[src/rtl/stopwatch_ctrl.sv]
// Stopwatch sequencer: 0.01 s prescaler, SS.hh BCD carry chain, run/pause/lap/clear FSM
// and the live-or-lap display digit mux.
module stopwatch_ctrl #(
  parameter int unsigned TICK_DIV = 1_000_000
) (
  input  logic       clk_in,
  input  logic       reset,
  input  logic       start_stop,
  input  logic       lap,
  input  logic       clear,
  output logic [3:0] disp_d0,
  output logic [3:0] disp_d1,
  output logic [3:0] disp_d2,
  output logic [3:0] disp_d3,
  output logic       running,
  output logic       lap_active,
  output logic       tick,
  output logic       wrap
);

  localparam int unsigned PW = (TICK_DIV > 1) ? $clog2(TICK_DIV) : 1;
  localparam logic [PW-1:0] PRESC_MAX = PW'(TICK_DIV - 1);

  localparam logic [1:0] S_IDLE  = 2'd0;
  localparam logic [1:0] S_RUN   = 2'd1;
  localparam logic [1:0] S_LAP   = 2'd2;
  localparam logic [1:0] S_PAUSE = 2'd3;

  logic [1:0]    state;
  logic [1:0]    state_nxt;
  logic          capture;
  logic          zero_all;
  logic [PW-1:0] presc;
  logic [PW-1:0] presc_nxt;
  logic          counting;
  logic          adv;
  logic [15:0]   live;
  logic [15:0]   live_inc;
  logic [15:0]   lap_snap;
  logic          c0, c1, c2;
  logic          at_max;

  // State register
  always_ff @(posedge clk_in) begin
    if (reset) state <= S_IDLE;
    else       state <= state_nxt;
  end

  // Next state plus the one-edge side effects (lap capture, clear)
  always_comb begin
    state_nxt = state;
    capture   = 1'b0;
    zero_all  = 1'b0;
    case (state)
      S_IDLE: begin
        if (start_stop) state_nxt = S_RUN;
      end
      S_RUN: begin
        if (start_stop) begin
          state_nxt = S_PAUSE;
        end else if (lap) begin
          state_nxt = S_LAP;
          capture   = 1'b1;
        end
      end
      S_LAP: begin
        if (start_stop)  state_nxt = S_PAUSE;
        else if (lap)    state_nxt = S_RUN;
      end
      S_PAUSE: begin
        if (clear) begin
          state_nxt = S_IDLE;
          zero_all  = 1'b1;
        end else if (start_stop) begin
          state_nxt = S_RUN;
        end
      end
      default: state_nxt = S_IDLE;
    endcase
  end

  assign counting = (state == S_RUN) || (state == S_LAP);
  assign adv      = counting && (presc == PRESC_MAX);

  // Prescaler: counts in RUN/LAP, holds in PAUSE so resume finishes the partial tick
  always_comb begin
    presc_nxt = presc;
    if (zero_all || (state == S_IDLE)) presc_nxt = '0;
    else if (adv)                      presc_nxt = '0;
    else if (counting)                 presc_nxt = presc + PW'(1);
  end

  // BCD carry chain; >= guards keep digits inside their limits
  assign c0 = (live[3:0]   >= 4'd9);
  assign c1 = (live[7:4]   >= 4'd9);
  assign c2 = (live[11:8]  >= 4'd9);
  assign at_max = c0 && c1 && c2 && (live[15:12] >= 4'd5);

  always_comb begin
    live_inc        = live;
    live_inc[3:0]   = c0 ? 4'd0 : live[3:0] + 4'd1;
    if (c0)
      live_inc[7:4]   = c1 ? 4'd0 : live[7:4] + 4'd1;
    if (c0 && c1)
      live_inc[11:8]  = c2 ? 4'd0 : live[11:8] + 4'd1;
    if (c0 && c1 && c2)
      live_inc[15:12] = (live[15:12] >= 4'd5) ? 4'd0 : live[15:12] + 4'd1;
  end

  // Datapath registers; lap capture takes the pre-increment value
  always_ff @(posedge clk_in) begin
    if (reset) begin
      presc    <= '0;
      live     <= '0;
      lap_snap <= '0;
      tick     <= 1'b0;
      wrap     <= 1'b0;
    end else begin
      presc <= presc_nxt;
      tick  <= adv;
      wrap  <= adv && at_max;
      if (zero_all) begin
        live     <= '0;
        lap_snap <= '0;
      end else begin
        if (adv)     live     <= live_inc;
        if (capture) lap_snap <= live;
      end
    end
  end

  assign running    = counting;
  assign lap_active = (state == S_LAP);
  assign {disp_d3, disp_d2, disp_d1, disp_d0} = (state == S_LAP) ? lap_snap : live;

endmodule

[config.mk]
export PLATFORM = sky130hd
export DESIGN_NAME = stopwatch_ctrl
export DESIGN_NICKNAME = d
export VERILOG_FILES = /design/src/rtl/stopwatch_ctrl.sv
export SDC_FILE = /design/constraint.sdc
export NUM_CORES = 1
export LEC_CHECK = 0
export BUFFER_PORTS_ARGS = -buffer_cell sky130_fd_sc_hd__buf_2
export CAP_MARGIN = 20
export CORE_ASPECT_RATIO = 1.2
export CORE_MARGIN = 2
export CORE_UTILIZATION = 40
export CTS_BUF_LIST = sky130_fd_sc_hd__clkbuf_8 sky130_fd_sc_hd__clkbuf_16
export DETAILED_ROUTE_END_ITERATION = 10
export SLEW_MARGIN = 20
export SYNTH_ARGS = -nofsm -noshare
export SYNTH_HDL_FRONTEND = slang
export SYNTH_SLANG_ARGS = --single-unit
[constraint.sdc]
create_clock -name clk_in -period 3.05 [get_ports clk_in]
set_input_delay 0.305 -clock clk_in [delete_from_list [all_inputs] [get_ports clk_in]]
set_output_delay 0.305 -clock clk_in [all_outputs]
set_load 0.05 [all_outputs]
==> results.yml, run 1 <==
global_routing:
  grt_overflow: 0
  grt_start_max_net_pins: 31
  grt_pass1_vias: 2447
  grt_pass1_wl_um: 11010
  antenna_found_initial: 0
  grt_util_all_layers_pct: 17.03
power_and_ir_drop:
  p_leak_nw: 1.148
  pwr_density_cell_nw_per_um2: 408.1
  ir_drop_mv: 0.3040
floorplanning:
  die_area_um2: 8023
  ios: 25
  die_w_um: 82.10
  start_util_pct: 40.72
  die_y_um: 97.72
  rows: 34
  coreArea_um2: 7189
cells_and_area:
  drive_gt1_share_pct: 13.58
  antenna_cells: 0
  final_nets: 404
  area_growth_syn_to_layout_pct: 11.28
setup_path:
  critPathTopFamily: "simple AND/OR/NAND/NOR gates"
  cpMaxStageDelayCell: "or4_1"
  crit_arrival_ns: 2.86
  start_kind: "flop"
  path_cells: "inv_1, ha_1, nand3_2, or4_1, or4_4, a211oi_2"
  cp_num_buf_inv: 1
  endpoint_kind: "flop"
  path_depth: 6
  critPathRequiredTime_ns: 3.29
  critPathMaxFanout: 8
  worstRegToRegCells: 6
  reg2reg_slack_ns: 0.43
  max_stage_delay_ns: 0.68
  crit_type: "reg2reg"
sta:
  skew_ns: 0.01303
  slew_viol_final: 0
  setup_ws_ns: 0.4267
  clock.fmax_mhz: 381.2
  hold_violations: 0
  hold_slack_ns: 0.2501
  max_slew_margin_pct: 36.10
  layout_min_cycle_time_ns: 2.623
  worst_slew_pin_slew_ns: 0.9586
  finalSetupTns_ns: 0
  finalCritPeriodShare_pct: 86.01
  setup_viol_count_final: 0
  rsz0062_at_grt: "false"
routing:
  drt_wl_total_um: 6388
  drt-vias-per-instance: 5.370
  vias: 2540
  firstDrtPassIters: 5
  first_iter_violations: 135
  drt-wirelength-per-cell_um: 13.51
  postRouteAntennaNets: 0
  drc: 0
synthesis:
  syn_area_um2: 2928
  seq_area_frac_synth_pct: 38.29
  syn_inst: 362
  ys_warn_count: 0
  synth_area_leaders: "dfxtp_1 38%, nand2_1 7.7%, ha_1 7.3%"
  ys_ff_latch: 56
  yosysTopAreaCell: "dfxtp_1"
  yosysUniqueCellTypes: 49
  avgSynthCellArea_um2: 8.088
  synth_edf_count: 0
  synth_top_area_share_pct: 38.29
  synthFlopType: "dfxtp_1"
  synth_nets: 384
  synth-async-reset-ratio_pct: 0
clock_network:
  clk_pin_slew_ns: 0.11
  cts_tree: "built"
  post-cts-setup-buffer-count: 0
  htree_levels: 2
  clkLatencyLatePin_ns: 0.31
  cts_max_path_buffers: 2
  cts_buffers: 5
  cts.repair.resized: 0
  postCtsHoldBufs: 0
  cts_sinks: 56
  cts_root_buf: "clkbuf_8"
worst_hold_path:
  hold_class: "in2reg"
  min_path_cells: 2
run_status:
  outcome: "completed"
flow_run:
  drv_cap: 0
place:
  finalWeightedCongestion: 0.8621
  place_ws_ns: 0.4246
  hpwl_um: 4542
  numPortBuffers: 24
## synth_stat cells, types with 7 or more instances
cell type  instances
a21oi_1           33
clkbuf_1          15
dfxtp_1           56
ha_1              17
inv_1             17
nand2_1           60
nand3_1           17
nand4_1           12
nor2_1            19
nor3_1             7
o21ai_0           24
xnor2_1            8
## where the power goes
group	switching (mW)	internal, mW
registers	0.00344	0.734
logic	0.0656	0.0249
clock network	0.254	0.248
total	0.323	1.01
## cells by family (layout without fill, tap and decap cells)
| kind of cell | count (synthesis) | in the layout | synth area share, % |
|---|---|---|---|
| AND/OR/NAND/NOR | 154 | 154 | 26.97 |
| buffers and inverters | 35 | 56 | 4.615 |
| adder cells (fa/ha/maj) | 17 | 17 | 7.265 |
| AO/OA/AOI/OAI | 77 | 77 | 15.26 |
| flip-flops | 56 | 56 | 38.29 |
| XOR/XNOR | 12 | 12 | 3.590 |
| multiplexers | 11 | 11 | 4.017 |
## routing by layer
layer	vias to the layer above	track usage [%]	share of wire [%]
met5	-	0	0
met1	1191	20.39	46
li1	1320	-	-
met2	25	30.77	52
met4	0	4.487	0.53
met3	4	2.695	1.9
## state kept, by name, summed over array words and instances, names as in the netlist
name	flops
presc	20
lap_snap	16
live	16
state	2
tick	1
wrap	1
## final cells by class
| class | count | area [µm²] |
|---|---|---|
| repair buffers | 31 | 172.7 |
| multi-input cells | 271 | 1672 |
| inverters | 17 | 63.81 |
| clock buffers | 5 | 68.82 |
| flip-flops and latches | 56 | 1121 |
| fillers | 732 | 3931 |
| clock inverters | 3 | 47.55 |
| well taps | 90 | 112.6 |
## layout by cell type, fill, tap and decap left out, types with 2 or more instances in the layout
| cell type | netlist | layout |
|---|---|---|
| nand2_1 | 60 | 60 |
| dfxtp_1 | 56 | 56 |
| a21oi_1 | 33 | 33 |
| o21ai_0 | 24 | 24 |
| buf_2 | 2 | 24 |
| nor2_1 | 19 | 19 |
| inv_1 | 17 | 17 |
| nand3_1 | 17 | 17 |
| ha_1 | 17 | 17 |
| nand4_1 | 12 | 12 |
| xnor2_1 | 8 | 8 |
| nor3_1 | 7 | 7 |
| buf_4 | 0 | 7 |
| mux2_2 | 6 | 6 |
| mux2i_1 | 5 | 5 |
| or4_1 | 5 | 5 |
| nor4_1 | 5 | 5 |
| clkbuf_8 | 0 | 5 |
| nand2b_1 | 4 | 4 |
| or3_1 | 4 | 4 |
| xor2_1 | 4 | 4 |
| and2_1 | 3 | 3 |
| and4_1 | 3 | 3 |
| o31ai_1 | 3 | 3 |
| or3b_2 | 2 | 2 |
| nor4b_1 | 2 | 2 |
| o22ai_1 | 2 | 2 |
| nor2b_1 | 2 | 2 |
| a31oi_1 | 2 | 2 |
| and3_1 | 2 | 2 |
| a41oi_1 | 2 | 2 |
| clkinv_4 | 0 | 2 |
## metrics by stage
stage | std cells | util, % | instance area (µm²) | power [mW]
2_1_floorplan | 362 | - | 2928 | 0.8217
5_1_grt | 473 | 45.32 | 3258 | 1.378
4_1_cts | 473 | 45.32 | 3258 | 1.349
3_3_place_gp | 465 | 43.70 | 3142 | 0.8452
3_5_place_dp | 465 | 43.70 | 3142 | 0.8459
6_report | 473 | 45.32 | 3258 | 1.330
## worst paths after layout
kind,from,endpoint
max,state[1],live[11]
min,reset,state[0]
max reg2reg,state[1],live[11]
min reg2reg,lap_snap[6],lap_snap[6]
No activity file was read; power rests on OpenSTA's default activity.
==> inputs of run 2 (changes only) <==
--- a/config.mk
+++ b/config.mk
@@ -5,11 +5,12 @@
 export SDC_FILE = /design/constraint.sdc
 export NUM_CORES = 1
 export LEC_CHECK = 0
+export ABC_CLOCK_PERIOD_IN_PS = 3050
 export BUFFER_PORTS_ARGS = -buffer_cell sky130_fd_sc_hd__buf_2
 export CAP_MARGIN = 20
 export CORE_ASPECT_RATIO = 1.2
 export CORE_MARGIN = 2
-export CORE_UTILIZATION = 40
+export CORE_UTILIZATION = 30
 export CTS_BUF_LIST = sky130_fd_sc_hd__clkbuf_8 sky130_fd_sc_hd__clkbuf_16
 export DETAILED_ROUTE_END_ITERATION = 10
 export SLEW_MARGIN = 20
==> run 2 against run 1 <==
Effect of this change:
- fmax is 0.67% higher
- die area is 32% higher
- setup slack better by 0.017 ns
- critical path type unchanged
- clock skew is 0.0058 ns lower
- non-clock buffer count stayed put
- first-iteration DRC count is 35% lower
- design area is 2.7% higher
- clock power is 28% higher
- highest routed layer unchanged
- power is 11% higher
==> results.yml, run 2 (synthesis results as in run 1) <==
run_status:
  outcome: "completed"
setup_path:
  reg2reg_from: "state[0]"
  cpMaxStageDelayCell: "or4_1"
  critPathRequiredTime_ns: 3.26
  critPathMaxFanout: 16
  start_kind: "flop"
  path_cells: "inv_1, ha_1, nand3_2, or4_1, or4_4, a211oi_2"
  worstRegToRegCells: 6
  cp_num_buf_inv: 1
  timing.rr.end: "live[11]"
  crit_type: "reg2reg"
  critPathTopFamily: "simple AND/OR/NAND/NOR gates"
  max_stage_delay_ns: 0.80
  crit_arrival_ns: 2.82
  endpoint_kind: "flop"
  reg2reg_slack_ns: 0.44
routing:
  postRouteAntennaNets: 0
  firstDrtPassIters: 4
  drt-wirelength-per-cell_um: 12.84
  first_iter_violations: 88
  routedLengthMet1_um: 3019
  drt-vias-per-instance: 5.111
  drc: 0
  top_layer_used: "met4"
  vias: 2586
  wl_met3_um: 216
  met2_length_um: 3186
  drt_wl_total_um: 6498
sta:
  skew_ns: 0.007204
  clock.fmax_mhz: 383.7
  setup_viol_count_final: 0
  rsz0062_at_grt: "false"
  layout_min_cycle_time_ns: 2.606
  finalSetupTns_ns: 0
  slew_viol_final: 0
  finalCritPeriodShare_pct: 85.44
  hold_violations: 0
  worst_slew_pin_slew_ns: 0.9242
  max_slew_margin_pct: 38.39
worst_hold_path:
  hold_end: "state[0]"
  hold_class: "in2reg"
  hp-start: "reset"
  min_path_cells: 2
floorplanning:
  coreArea_um2: 9515
  die_area_um2: 10570
  ios: 25
  die_y_um: 112.2
  start_util_pct: 30.77
  rows: 39
  die_w_um: 94.18
flow_run:
  drv_cap: 0
clock_network:
  cts_buffers: 5
  clk_pin_slew_ns: 0.07
  postCtsHoldBufs: 0
  post-cts-setup-buffer-count: 0
  cts_tree: "built"
  cts_sinks: 56
  htree_levels: 2
  cts_root_buf: "clkbuf_16"
  cts_max_path_buffers: 2
  cts.repair.resized: 0
  clkLatencyLatePin_ns: 0.29
cells_and_area:
  reg.largest.list: "presc: 20 flops, lap_snap: 16 flops, live: 16 flops"
  final_cell_mix: "60 x nand2_1, 56 x dfxtp_1, 33 x a21oi_1"
  final_cell_area_um2: 3347
  antenna_cells: 0
  drive_gt1_share_pct: 13.32
  largest-register: "presc"
  final_common_cell: "nand2_1"
  postLayoutCoreUtil_pct: 35.17
  final_nets: 404
  area_growth_syn_to_layout_pct: 14.32
  largest_reg_flops: 20
power_and_ir_drop:
  pwr-share-clk_pct: 43.7
  combPwrFrac_pct: 6.3
  power_mw: 1.475
  seq_power_share_pct: 50.0
  intPower_mw: 1.144
  ir_drop_mv: 0.2887
  switching_share_pct: 22.39
  switching_power_mw: 0.3302
  p_leak_nw: 1.176
  pwr_density_cell_nw_per_um2: 440.6
global_routing:
  grt_util_all_layers_pct: 13.03
  antenna_found_initial: 0
  grt_start_max_net_pins: 31
  grt_pass1_wl_um: 11300
  grt_overflow: 0
  grt_pass1_vias: 2500
place:
  finalWeightedCongestion: 0.7985
  dpl-instance-area_um2: 3183
  numPortBuffers: 24
  hpwl_um: 4623
==> run 2: worst max-delay path by stage <==
stage	depth (start not counted)	start	slack, ns	to
after global routing	6	state[1]	0.30	live[11]
after floorplan	8	state[0]	0.24	live[11]
final	6	state[0]	0.44	live[11]
after detailed placement	6	state[1]	0.45	live[11]
after global placement	6	state[0]	0.50	live[11]
after CTS	6	state[1]	0.43	live[11]
==> run 2: through the flow <==
| step | instances | hold slack (ns) | setup WS [ns] |
|---|---|---|---|
| 2_1_floorplan | 362 | 0.3741 | 0.2365 |
| 3_3_place_gp | 498 | 0.4376 | 0.4978 |
| 3_5_place_dp | 498 | 0.4468 | 0.4524 |
| 4_1_cts | 506 | 0.2835 | 0.4329 |
| 5_1_grt | 506 | 0.2995 | 0.2964 |
| 6_report | 506 | 0.2937 | 0.4441 |
==> run 2: worst register-to-register path, stage by stage (launching register included) <==
cell and delay [ns]:
dfxtp_1 0.38, inv_1 0.08, ha_1 0.31, nand3_2 0.14, or4_1 0.80, or4_4 0.60
a211oi_2 0.21
==> run 2: area by class of cell <==
| type | instances | area [µm²] |
|---|---|---|
| multi-input cells | 271 | 1672 |
| fillers | 1008 | 6168 |
| inverters | 17 | 63.81 |
| clock buffers | 5 | 125.1 |
| flip-flops and latches | 56 | 1121 |
| clock inverters | 3 | 38.79 |
| well taps | 123 | 153.9 |
| repair buffers | 31 | 172.7 |
==> run 2: power groups by stage <==
stage / sequential [mW] / clock, mW / combinational, mW
4_1_cts: 0.737 / 0.667 / 0.0955
2_1_floorplan: 0.754 / 0 / 0.0680
5_1_grt: 0.738 / 0.702 / 0.105
6_report: 0.737 / 0.644 / 0.0934
3_5_place_dp: 0.755 / 0 / 0.0951
3_3_place_gp: 0.754 / 0 / 0.0935
==> run 2: routing by layer <==
layer	vias to the layer above	track usage, %
met4	0	4.348
met2	47	23.33
met3	6	2.550
met1	1211	15.38
li1	1322	-
met5	-	0
